File: src/rtl/bdu_bit_streamer_if.sv
// rtl/bdu_bit_streamer_if.sv - query/reference handshake, BDU beat and status bundle for bdu_bit_streamer
// master = host/BDU side driving the streamer, slave = the streamer itself.
interface bdu_bit_streamer_if #(
   parameter int BIT_WIDTH = 32,
   parameter int BW        = $clog2(BIT_WIDTH + 1)
);
   logic                 q_load;
   logic [BIT_WIDTH-1:0] q_x;
   logic [BIT_WIDTH-1:0] q_y;
   logic [BIT_WIDTH-1:0] q_z;

   logic                 ref_valid;
   logic                 ref_ready;
   logic [BIT_WIDTH-1:0] ref_x;
   logic [BIT_WIDTH-1:0] ref_y;
   logic [BIT_WIDTH-1:0] ref_z;

   logic                 complete;
   logic                 valid;
   logic                 q_bit;
   logic                 r_bit;
   logic [1:0]           code;
   logic [BW-1:0]        b;
   logic                 shift;

   logic                 point_done;
   logic                 point_term;
   logic                 busy;
   logic [15:0]          cnt_done;
   logic [15:0]          cnt_term;

   modport master (
      output q_load, q_x, q_y, q_z,
      output ref_valid, ref_x, ref_y, ref_z,
      output complete,
      input  ref_ready, valid, q_bit, r_bit, code, b, shift,
      input  point_done, point_term, busy, cnt_done, cnt_term
   );

   modport slave (
      input  q_load, q_x, q_y, q_z,
      input  ref_valid, ref_x, ref_y, ref_z,
      input  complete,
      output ref_ready, valid, q_bit, r_bit, code, b, shift,
      output point_done, point_term, busy, cnt_done, cnt_term
   );
endinterface

File: src/rtl/bdu_bit_streamer.sv
// rtl/bdu_bit_streamer.sv - serializes query/reference points MSB-first, x/y/z interleaved, into one BDU
// Define BDU_STREAM_EARLY_TERM_EN to abandon a point as soon as the BDU raises complete mid-stream.
module bdu_bit_streamer #(
   parameter int BIT_WIDTH = 32
) (
   input logic               clk,
   input logic               rst,
   bdu_bit_streamer_if.slave bus
);
   localparam int BW = $clog2(BIT_WIDTH + 1);
   localparam logic [BW-1:0] B_LAST = BW'(BIT_WIDTH);

   typedef enum logic [1:0] {
      S_IDLE,
      S_STREAM,
      S_DRAIN,
      S_SHIFT
   } state_t;

   state_t state;
   state_t state_nxt;

   logic                 q_loaded;
   logic [BIT_WIDTH-1:0] qx_r, qy_r, qz_r;
   logic [BIT_WIDTH-1:0] rx_r, ry_r, rz_r;

   logic [BW-1:0]        b_r, b_nxt;
   logic [1:0]           code_r, code_nxt;
   logic                 q_bit_r, q_bit_nxt;
   logic                 r_bit_r, r_bit_nxt;
   logic [15:0]          cnt_done_r;

   logic                 q_take;
   logic                 hs;
   logic                 last_beat;
   logic                 early;

   logic [BIT_WIDTH-1:0] r_src_x, r_src_y, r_src_z;
   logic [BIT_WIDTH-1:0] q_sel, r_sel, q_sh, r_sh;

   assign q_take        = (state == S_IDLE) && bus.q_load;
   assign bus.ref_ready = (state == S_IDLE) && q_loaded && !bus.q_load;
   assign hs            = bus.ref_valid && bus.ref_ready;
   // code doubles as the mod-3 phase counter, b as the bit-ordinal counter
   assign last_beat     = (b_r == B_LAST) && (code_r == 2'd3);

`ifdef BDU_STREAM_EARLY_TERM_EN
   assign early     = (state == S_STREAM) && bus.complete;
   assign bus.valid = (state == S_STREAM) && !bus.complete;
`else
   assign early     = 1'b0;
   assign bus.valid = (state == S_STREAM);
`endif

   always_ff @(posedge clk) begin
      if (rst) begin
         state <= S_IDLE;
      end else begin
         state <= state_nxt;
      end
   end

   always_comb begin
      state_nxt = state;
      b_nxt     = '0;
      code_nxt  = 2'd0;
      unique case (state)
         S_IDLE: begin
            if (hs) begin
               state_nxt = S_STREAM;
               b_nxt     = BW'(1);
               code_nxt  = 2'd1;
            end
         end
         S_STREAM: begin
            if (early) begin
               state_nxt = S_SHIFT;
            end else if (last_beat) begin
               state_nxt = S_DRAIN;
            end else if (code_r == 2'd3) begin
               b_nxt    = b_r + 1'b1;
               code_nxt = 2'd1;
            end else begin
               b_nxt    = b_r;
               code_nxt = code_r + 2'd1;
            end
         end
         S_DRAIN: begin
            if (bus.complete) begin
               state_nxt = S_SHIFT;
            end
         end
         S_SHIFT: begin
            state_nxt = S_IDLE;
         end
         default: begin
            state_nxt = S_IDLE;
         end
      endcase
   end

   // On the handshake cycle the reference is not latched yet, so take it straight off the bus.
   always_comb begin
      r_src_x = (state == S_IDLE) ? bus.ref_x : rx_r;
      r_src_y = (state == S_IDLE) ? bus.ref_y : ry_r;
      r_src_z = (state == S_IDLE) ? bus.ref_z : rz_r;
      q_sel   = '0;
      r_sel   = '0;
      case (code_nxt)
         2'd1: begin
            q_sel = qx_r;
            r_sel = r_src_x;
         end
         2'd2: begin
            q_sel = qy_r;
            r_sel = r_src_y;
         end
         2'd3: begin
            q_sel = qz_r;
            r_sel = r_src_z;
         end
         default: begin
            q_sel = '0;
            r_sel = '0;
         end
      endcase
      q_sh      = q_sel >> (B_LAST - b_nxt);
      r_sh      = r_sel >> (B_LAST - b_nxt);
      q_bit_nxt = q_sh[0];
      r_bit_nxt = r_sh[0];
   end

   always_ff @(posedge clk) begin
      if (rst) begin
         q_loaded   <= 1'b0;
         b_r        <= '0;
         code_r     <= 2'd0;
         q_bit_r    <= 1'b0;
         r_bit_r    <= 1'b0;
         cnt_done_r <= 16'd0;
      end else begin
         b_r     <= b_nxt;
         code_r  <= code_nxt;
         q_bit_r <= q_bit_nxt;
         r_bit_r <= r_bit_nxt;
         if (q_take) begin
            q_loaded <= 1'b1;
         end
         // counted on entry so the SHIFT cycle already shows the new total
         if (state_nxt == S_SHIFT) begin
            cnt_done_r <= cnt_done_r + 16'd1;
         end
      end
   end

   always_ff @(posedge clk) begin
      if (q_take) begin
         qx_r <= bus.q_x;
         qy_r <= bus.q_y;
         qz_r <= bus.q_z;
      end
      if (hs) begin
         rx_r <= bus.ref_x;
         ry_r <= bus.ref_y;
         rz_r <= bus.ref_z;
      end
   end

`ifdef BDU_STREAM_EARLY_TERM_EN
   logic        term_r;
   logic [15:0] cnt_term_r;

   always_ff @(posedge clk) begin
      if (rst) begin
         term_r     <= 1'b0;
         cnt_term_r <= 16'd0;
      end else if (early) begin
         term_r     <= 1'b1;
         cnt_term_r <= cnt_term_r + 16'd1;
      end else if (hs) begin
         term_r <= 1'b0;
      end
   end

   assign bus.point_term = (state == S_SHIFT) && term_r;
   assign bus.cnt_term   = cnt_term_r;
`else
   assign bus.point_term = 1'b0;
   assign bus.cnt_term   = 16'd0;
`endif

   assign bus.q_bit      = q_bit_r;
   assign bus.r_bit      = r_bit_r;
   assign bus.code       = code_r;
   assign bus.b          = b_r;
   assign bus.shift      = (state == S_SHIFT);
   assign bus.point_done = (state == S_SHIFT);
   assign bus.busy       = (state != S_IDLE);
   assign bus.cnt_done   = cnt_done_r;
endmodule

File: src/flat_wrapper.sv
// flat-port wrapper written by rule: the top's interface ports become plain ports
module bdu_bit_streamer_flat 
#(
   parameter int BIT_WIDTH = 32
)
  (clk, rst, bus_q_load, bus_q_x, bus_q_y, bus_q_z, bus_ref_valid, bus_ref_x, bus_ref_y, bus_ref_z, bus_complete, bus_ref_ready, bus_valid, bus_q_bit, bus_r_bit, bus_code, bus_b, bus_shift, bus_point_done, bus_point_term, bus_busy, bus_cnt_done, bus_cnt_term);
  bdu_bit_streamer_if #(.BIT_WIDTH(BIT_WIDTH)) bus_i ();
  input logic clk;
  input logic rst;
  input wire logic [$bits(bus_i.q_load)-1:0] bus_q_load;
  input wire logic [$bits(bus_i.q_x)-1:0] bus_q_x;
  input wire logic [$bits(bus_i.q_y)-1:0] bus_q_y;
  input wire logic [$bits(bus_i.q_z)-1:0] bus_q_z;
  input wire logic [$bits(bus_i.ref_valid)-1:0] bus_ref_valid;
  input wire logic [$bits(bus_i.ref_x)-1:0] bus_ref_x;
  input wire logic [$bits(bus_i.ref_y)-1:0] bus_ref_y;
  input wire logic [$bits(bus_i.ref_z)-1:0] bus_ref_z;
  input wire logic [$bits(bus_i.complete)-1:0] bus_complete;
  output wire logic [$bits(bus_i.ref_ready)-1:0] bus_ref_ready;
  output wire logic [$bits(bus_i.valid)-1:0] bus_valid;
  output wire logic [$bits(bus_i.q_bit)-1:0] bus_q_bit;
  output wire logic [$bits(bus_i.r_bit)-1:0] bus_r_bit;
  output wire logic [$bits(bus_i.code)-1:0] bus_code;
  output wire logic [$bits(bus_i.b)-1:0] bus_b;
  output wire logic [$bits(bus_i.shift)-1:0] bus_shift;
  output wire logic [$bits(bus_i.point_done)-1:0] bus_point_done;
  output wire logic [$bits(bus_i.point_term)-1:0] bus_point_term;
  output wire logic [$bits(bus_i.busy)-1:0] bus_busy;
  output wire logic [$bits(bus_i.cnt_done)-1:0] bus_cnt_done;
  output wire logic [$bits(bus_i.cnt_term)-1:0] bus_cnt_term;
  assign bus_i.q_load = bus_q_load;
  assign bus_i.q_x = bus_q_x;
  assign bus_i.q_y = bus_q_y;
  assign bus_i.q_z = bus_q_z;
  assign bus_i.ref_valid = bus_ref_valid;
  assign bus_i.ref_x = bus_ref_x;
  assign bus_i.ref_y = bus_ref_y;
  assign bus_i.ref_z = bus_ref_z;
  assign bus_i.complete = bus_complete;
  assign bus_ref_ready = bus_i.ref_ready;
  assign bus_valid = bus_i.valid;
  assign bus_q_bit = bus_i.q_bit;
  assign bus_r_bit = bus_i.r_bit;
  assign bus_code = bus_i.code;
  assign bus_b = bus_i.b;
  assign bus_shift = bus_i.shift;
  assign bus_point_done = bus_i.point_done;
  assign bus_point_term = bus_i.point_term;
  assign bus_busy = bus_i.busy;
  assign bus_cnt_done = bus_i.cnt_done;
  assign bus_cnt_term = bus_i.cnt_term;
  bdu_bit_streamer #(.BIT_WIDTH(BIT_WIDTH)) u_core (.clk(clk), .rst(rst), .bus(bus_i));
endmodule
File: config.mk
export PLATFORM = sky130hd
export DESIGN_NAME = bdu_bit_streamer_flat
export DESIGN_NICKNAME = d
export VERILOG_FILES = /design/src/rtl/bdu_bit_streamer_if.sv /design/src/rtl/bdu_bit_streamer.sv /design/src/flat_wrapper.sv
export SDC_FILE = /design/constraint.sdc
export NUM_CORES = 1
export LEC_CHECK = 0
export ABC_AREA = 1
export BUFFER_PORTS_ARGS = -buffer_cell sky130_fd_sc_hd__buf_2
export CORE_MARGIN = 2
export CORE_UTILIZATION = 50
export DETAILED_ROUTE_END_ITERATION = 16
export GPL_ROUTABILITY_DRIVEN = 0
export PLACE_DENSITY_LB_ADDON = 0.12
export SLEW_MARGIN = 5
export SYNTH_ARGS = -nofsm -noshare
export SYNTH_HDL_FRONTEND = slang
export SYNTH_SLANG_ARGS = --single-unit
File: constraint.sdc
create_clock -name clk -period 6.95 [get_ports clk]
set_clock_uncertainty 0.2 [all_clocks]
set_input_delay 0.695 -clock clk [delete_from_list [all_inputs] [get_ports clk]]
set_output_delay 0.695 -clock clk [all_outputs]
set_load 0.02 [all_outputs]
### Word level (Yosys, flattened, before mapping)

Index checks and enable logic that the tools add are counted.

| word-level totals | value |
|---|---|
| output and inout port bits | 48 |
| word-level logic and storage cells | 53 |
| input bits | 197 |
| register bits | 221 |

| cells by class | value |
|---|---|
| add/sub/neg operators | 4 |
| shift-type cells | 2 |
| mux-type cells | 17 |
| eq/ne operators | 9 |
| reductions and logical operators | 8 |

Operator list:

| kind | count |
|---|---|
| $pmux W32 S3 | 2 |
| $mux W32 | 3 |
| $shr A32 B6 Y1 | 2 |
| $add A16 B1 Y16 const B | 1 |
| $eq A2 B2 Y1 const B | 6 |
| $mux W6 | 2 |
| $pmux W6 S2 | 1 |
| $mux W2 | 5 |
| $pmux W2 S4 | 1 |
| $add A6 B1 Y6 const B | 1 |
| $eq A6 B6 Y1 const B | 1 |
| $sub A6 B6 Y6 const A | 1 |
| $logic_and A1 B1 Y1 | 5 |
| $eq A2 B1 Y1 const B | 2 |
| $pmux W2 S2 | 1 |
| $add A2 B1 Y2 const B | 1 |
| $logic_not A2 Y1 | 1 |
| $mux W1 | 2 |
| $reduce_bool A2 Y1 | 1 |
| $logic_not A1 Y1 | 1 |

### Longest topological paths before layout

| depth | value |
|---|---|
| depth in word-level cells | 9 |
| mapped depth | 19 |
| depth with buffers taken out | 17 |

### Worst setup path after synthesis

Ideal clock, no wire load.

| timing path | value |
|---|---|
| path type | register to register |
| start | reg u_core.state[1] |
| end | reg u_core.qx_r[0] (enable) |
| required time | 6197 ps |
| clock period less this slack | 5944 ps |
| stages on the path, launching flop included | 7 |
| library setup time | 553 ps |
| slack | 1006 ps |
| data arrival time | 5191 ps |
| path buffers | 3 |
| cells stage by stage | dfxtp_1 nor2_2 inv_2 buf_2 buf_2 buf_2 nor2_1 |

| on the way | value |
|---|---|
| word-level cells in the longest chain between the ends | 2 |

Ends and longest elaborated chain:

| what | RTL line | text |
|---|---|---|
| from (decl) | bdu_bit_streamer.sv:20 | `state_t state;` |
| from (signal assigned) | bdu_bit_streamer.sv:59 | `state <= state_nxt;` |
| $logic_not A2 Y1 | bdu_bit_streamer.sv:41 | `assign q_take = (state == S_IDLE) && bus.q_load;` |
| $logic_and A1 B1 Y1 | bdu_bit_streamer.sv:41 |  |
| net u_core.q_take | bdu_bit_streamer.sv:33 | `logic q_take;` |
| to (signal assigned) | bdu_bit_streamer.sv:158 | `qx_r <= bus.q_x;` |
| to (decl) | bdu_bit_streamer.sv:24 | `logic [BIT_WIDTH-1:0] qx_r, qy_r, qz_r;` |

The timed path passes the listed nets, and every way through them passes these cells.
A chain may end at the register's enable or synchronous reset.

### Worst setup path in the final report

| timing path | value |
|---|---|
| start | reg u_core.state[1] |
| end | reg u_core.q_bit_r, in the netlist u_core.bus.q_bit |

| on the way | value |
|---|---|
| word-level cells in the longest chain between the ends | 9 |
| elaborated cells on any way between the ends | 15 |
| those cells by class | add/sub: 1; eq/ne: 4; shift: 1; mux: 5; reduce/logical: 4 |

Ends and longest elaborated chain:

| what | RTL line | text |
|---|---|---|
| branches (longest 8 deep; another with $sub A6 B6 Y6) | -- |  |
| $shr A32 B6 Y1 (*) | bdu_bit_streamer.sv:127 | `q_sh = q_sel >> (B_LAST - b_nxt);` |
| to (signal assigned) | bdu_bit_streamer.sv:144 | `q_bit_r <= q_bit_nxt;` |
| to (decl) | bdu_bit_streamer.sv:29 | `logic q_bit_r, q_bit_nxt;` |

Every way passes the cells marked *.

==> run_results.csv <==
group,metric,value,unit
yosys,ys_seq_area_frac,0.607,
clocking,cts.htree.levels,1,
route,drc,0,
route,dr_wl_met3,2.06,mm
yosys,ys_types,36,
critical_path,r2r_start,"u_core.state[1]",
yosys,syn_inst,1101,
min_path,worstHoldPathCells,1,
layout,final_nets,1491,
global_routing,grtUsageTotal,0.249,
sta,final-hold-violation-count,0,
floorplan,rows,52,
yosys,netlist_area,10400,µm²
min_path,hp-class,"input port to register",
sta,fin_crit_sh,0.712,
floorplan,start_util,0.513,
yosys,synthTopCellsByArea,"edfxtp_1 55%, nand2_1 13%, nand3_1 8.4%",
placed_design,hpwlAfterDp,18.5,mm
placed_design,post-place-ws,1630,ps
route,dr_wl_met2,13.2,mm
route,vias,8597,
clocking,cts_tree,"built",
clocking,post-cts-setup-buffer-count,0,
critical_path,r2r_slack,2000,ps
yosys,ys_ff_latch,221,
sta,maxSlewHeadroom,0.200,
clocking,clk_pin_slew,60,ps
floorplan,die_x,149,µm
yosys,yosys.area.top_type,"edfxtp_1",
layout,synthToLayoutAreaGrowth,19.3,%
min_path,worstHoldStart,"bus_q_y[2]",
global_routing,grt_pass1_vias,7884,
route,drt_first_iter_violations,728,
critical_path,rr_endpoint,"u_core.bus.q_bit",
route,viasPerCell,5.42,
route,routedWlPerCell,17.6,µm
sta,slew_viol_final,0,
clocking,cts_buffers,25,
critical_path,critPathTopFamily,"simple AND/OR/NAND/NOR gates",
route,highest_layer,"met5",
sta,setup_ws,2000,ps
yosys,synth.avg_cell_area,9.49,µm²
floorplan,core,20400,µm²
critical_path,crit_type,"register to register",
clocking,postCtsHoldBufs,0,
critical_path,worstPathArrival,5210,ps
outcome,status,"completed",
route,detail-route-antenna-nets,0,
critical_path,slowest_stage,"ha_1",
floorplan,dieArea,22100,µm²
critical_path,crit_end,"u_core.bus.q_bit",
floorplan,num_io_pins,245,
placed_design,portBuffers,227,
critical_path,worst-path-stages,18,
critical_path,critPathRequiredTime,7220,ps
floorplan,die_y,149,µm
sta,fmax,202,MHz
clocking,clk-insertion-delay-late,520,ps
critical_path,r2r_cells,18,
critical_path,startpoint,"u_core.state[1]",
sta,fin_setup_tns,0,ps
global_routing,grt_overflow,0,
critical_path,end_kind,"register",
layout,fillCellCount,1746,
sta,tightest_slew,1200,ps
clocking,cts_resized,0,
layout,drive_gt1_frac,0.228,
power_and_ir_drop,peakVddDrop,198,µV
route,routed_wl,28.0,mm
critical_path,startpoint_type,"register",
clocking,cts.sinks,221,
clocking,cts-root-buf,"clkbuf_16",
flow_run,drv_cap,0,
global_routing,antenna_found_initial,10,
power_and_ir_drop,p_leak,5.10,nW
sta,rsz0062_at_grt,"no",
critical_path,path_buf_inv,5,
route,m1WireLength,11.8,mm
yosys,synth_top_area_share,0.552,
critical_path,crit_chain,"nor2_4 -> clkinv_2 -> nor2_2 -> nand2_2 -> nand2_1 -> buf_4 -> inv_2 -> ha_1 -> inv_1 -> nand2_1 -> inv_1 -> nand2_1 -> nand3_1 -> nand3_1 -> nand3_1 -> nand3_1 -> nand2_1 -> nor2_1",
clocking,clk_path_buf_depth,3,
route,dr.pass1.iters,4,
critical_path,max_stage_delay,1020,ps
global_routing,grt_pass1_wl,42.8,mm
global_routing,grt_max_degree,114,
sta,period_needed,4950,ps
critical_path,cp_max_fo,42,
sta,setup_viol,0,
yosys,ys_warn_count,0,
power_and_ir_drop,p_per_area,249,nW/µm²
cell type report:
class,count,area (µm²),area share
Antenna cell,8,20.0,0.00161
Clock buffer,34,689,0.0553
Clock inverter,11,134,0.0107
Inverter,47,181,0.0146
Multi-Input combinational cell,760,3570,0.286
Sequential cell,221,6350,0.509
Tap cell,270,338,0.0271
Timing Repair Buffer,234,1190,0.0954
worst reg2reg max path, stage by stage, from the launching register on:
cell,delay [ps]
dfxtp_1,380
nor2_4,130
clkinv_2,70
nor2_2,110
nand2_2,550
nand2_1,250
buf_4,400
inv_2,400
ha_1,1030
inv_1,610
nand2_1,190
inv_1,50
nand2_1,60
nand3_1,70
nand3_1,90
nand3_1,80
nand3_1,100
nand2_1,50
nor2_1,80
per-layer routing:
layer  global-route usage  up-vias
met1                0.344     3944
met5                    0        -
li1                     -     4204
met4                0.102        4
met2                0.391      379
met3               0.0448       66
cell usage after synthesis (all sizes together):
cell type and n:
or2 2, xor2 6, nor2 42, nand3b 2, edfxtp 192, nor3b 1, dfxtp 29, nor3 9
a2111oi 1, ha 5, a211oi 1, buf 57, a311oi 1, o21ai 9, nand4 103, a221oi 1
a21oi 13, inv 47, a31oi 1, nand3 175, nand2 370, conb 1, clkbuf 32, nor4 1
state kept, by name (all words and copies together), names as in the netlist, 2 cells and up:
register / cells
u_core.bus.b: 6
u_core.bus.cnt_done: 16
u_core.bus.code: 2
u_core.qx_r: 32
u_core.qy_r: 32
u_core.qz_r: 32
u_core.rx_r: 32
u_core.ry_r: 32
u_core.rz_r: 32
u_core.state: 2
metrics by stage:
step                      instances  utilization  area [µm²]  hold slack [ps]  power (mW)
final                          1585        0.612       12500              143        3.11
after global placement         1532        0.571       11600              244        1.81
after detailed placement       1532        0.571       11600              246        1.82
after CTS                      1577        0.611       12400              131        3.12
after global routing           1581        0.612       12500              136        3.21
after floorplan                1117            -       10500              241        1.71
cells by family after synthesis:
kind of cell,share of synthesized area
other cells,0.000359
simple gates,0.307
fa+ha+maj,0.00599
xor+xnor,0.00575
compound gates,0.0144
flops,0.607
buf+inv,0.0595
power by group:
part | total [mW] | leakage [nW] | internal [mW] | switching, mW
sequential | 1.52 | 2.04 | 1.51 | 0.0161
combinational | 0.268 | 2.66 | 0.0893 | 0.179
clock | 1.32 | 0.405 | 0.804 | 0.513
total | 3.11 | 5.10 | 2.40 | 0.708
worst min-delay path by stage:
stage / endpoint / slack (ps)
after global placement: u_core.bus.cnt_done[15] / 240
after detailed placement: u_core.bus.cnt_done[15] / 250
after floorplan: u_core.q_loaded / 240
after global routing: u_core.qz_r[7] / 140
after CTS: u_core.qx_r[31] / 130
final: u_core.qy_r[2] / 140
cell usage in the layout, fill, tap and decap left out, types with 13 or more instances in the layout:
cell       instances
a21oi_1           13
inv_1             37
nor2_1            32
dfxtp_1           29
conb_1            17
clkbuf_16         25
nand4_1          103
nand3_1          174
edfxtp_1         192
buf_2            227
nand2_1          367
Power figures use the tool's default switching activity.
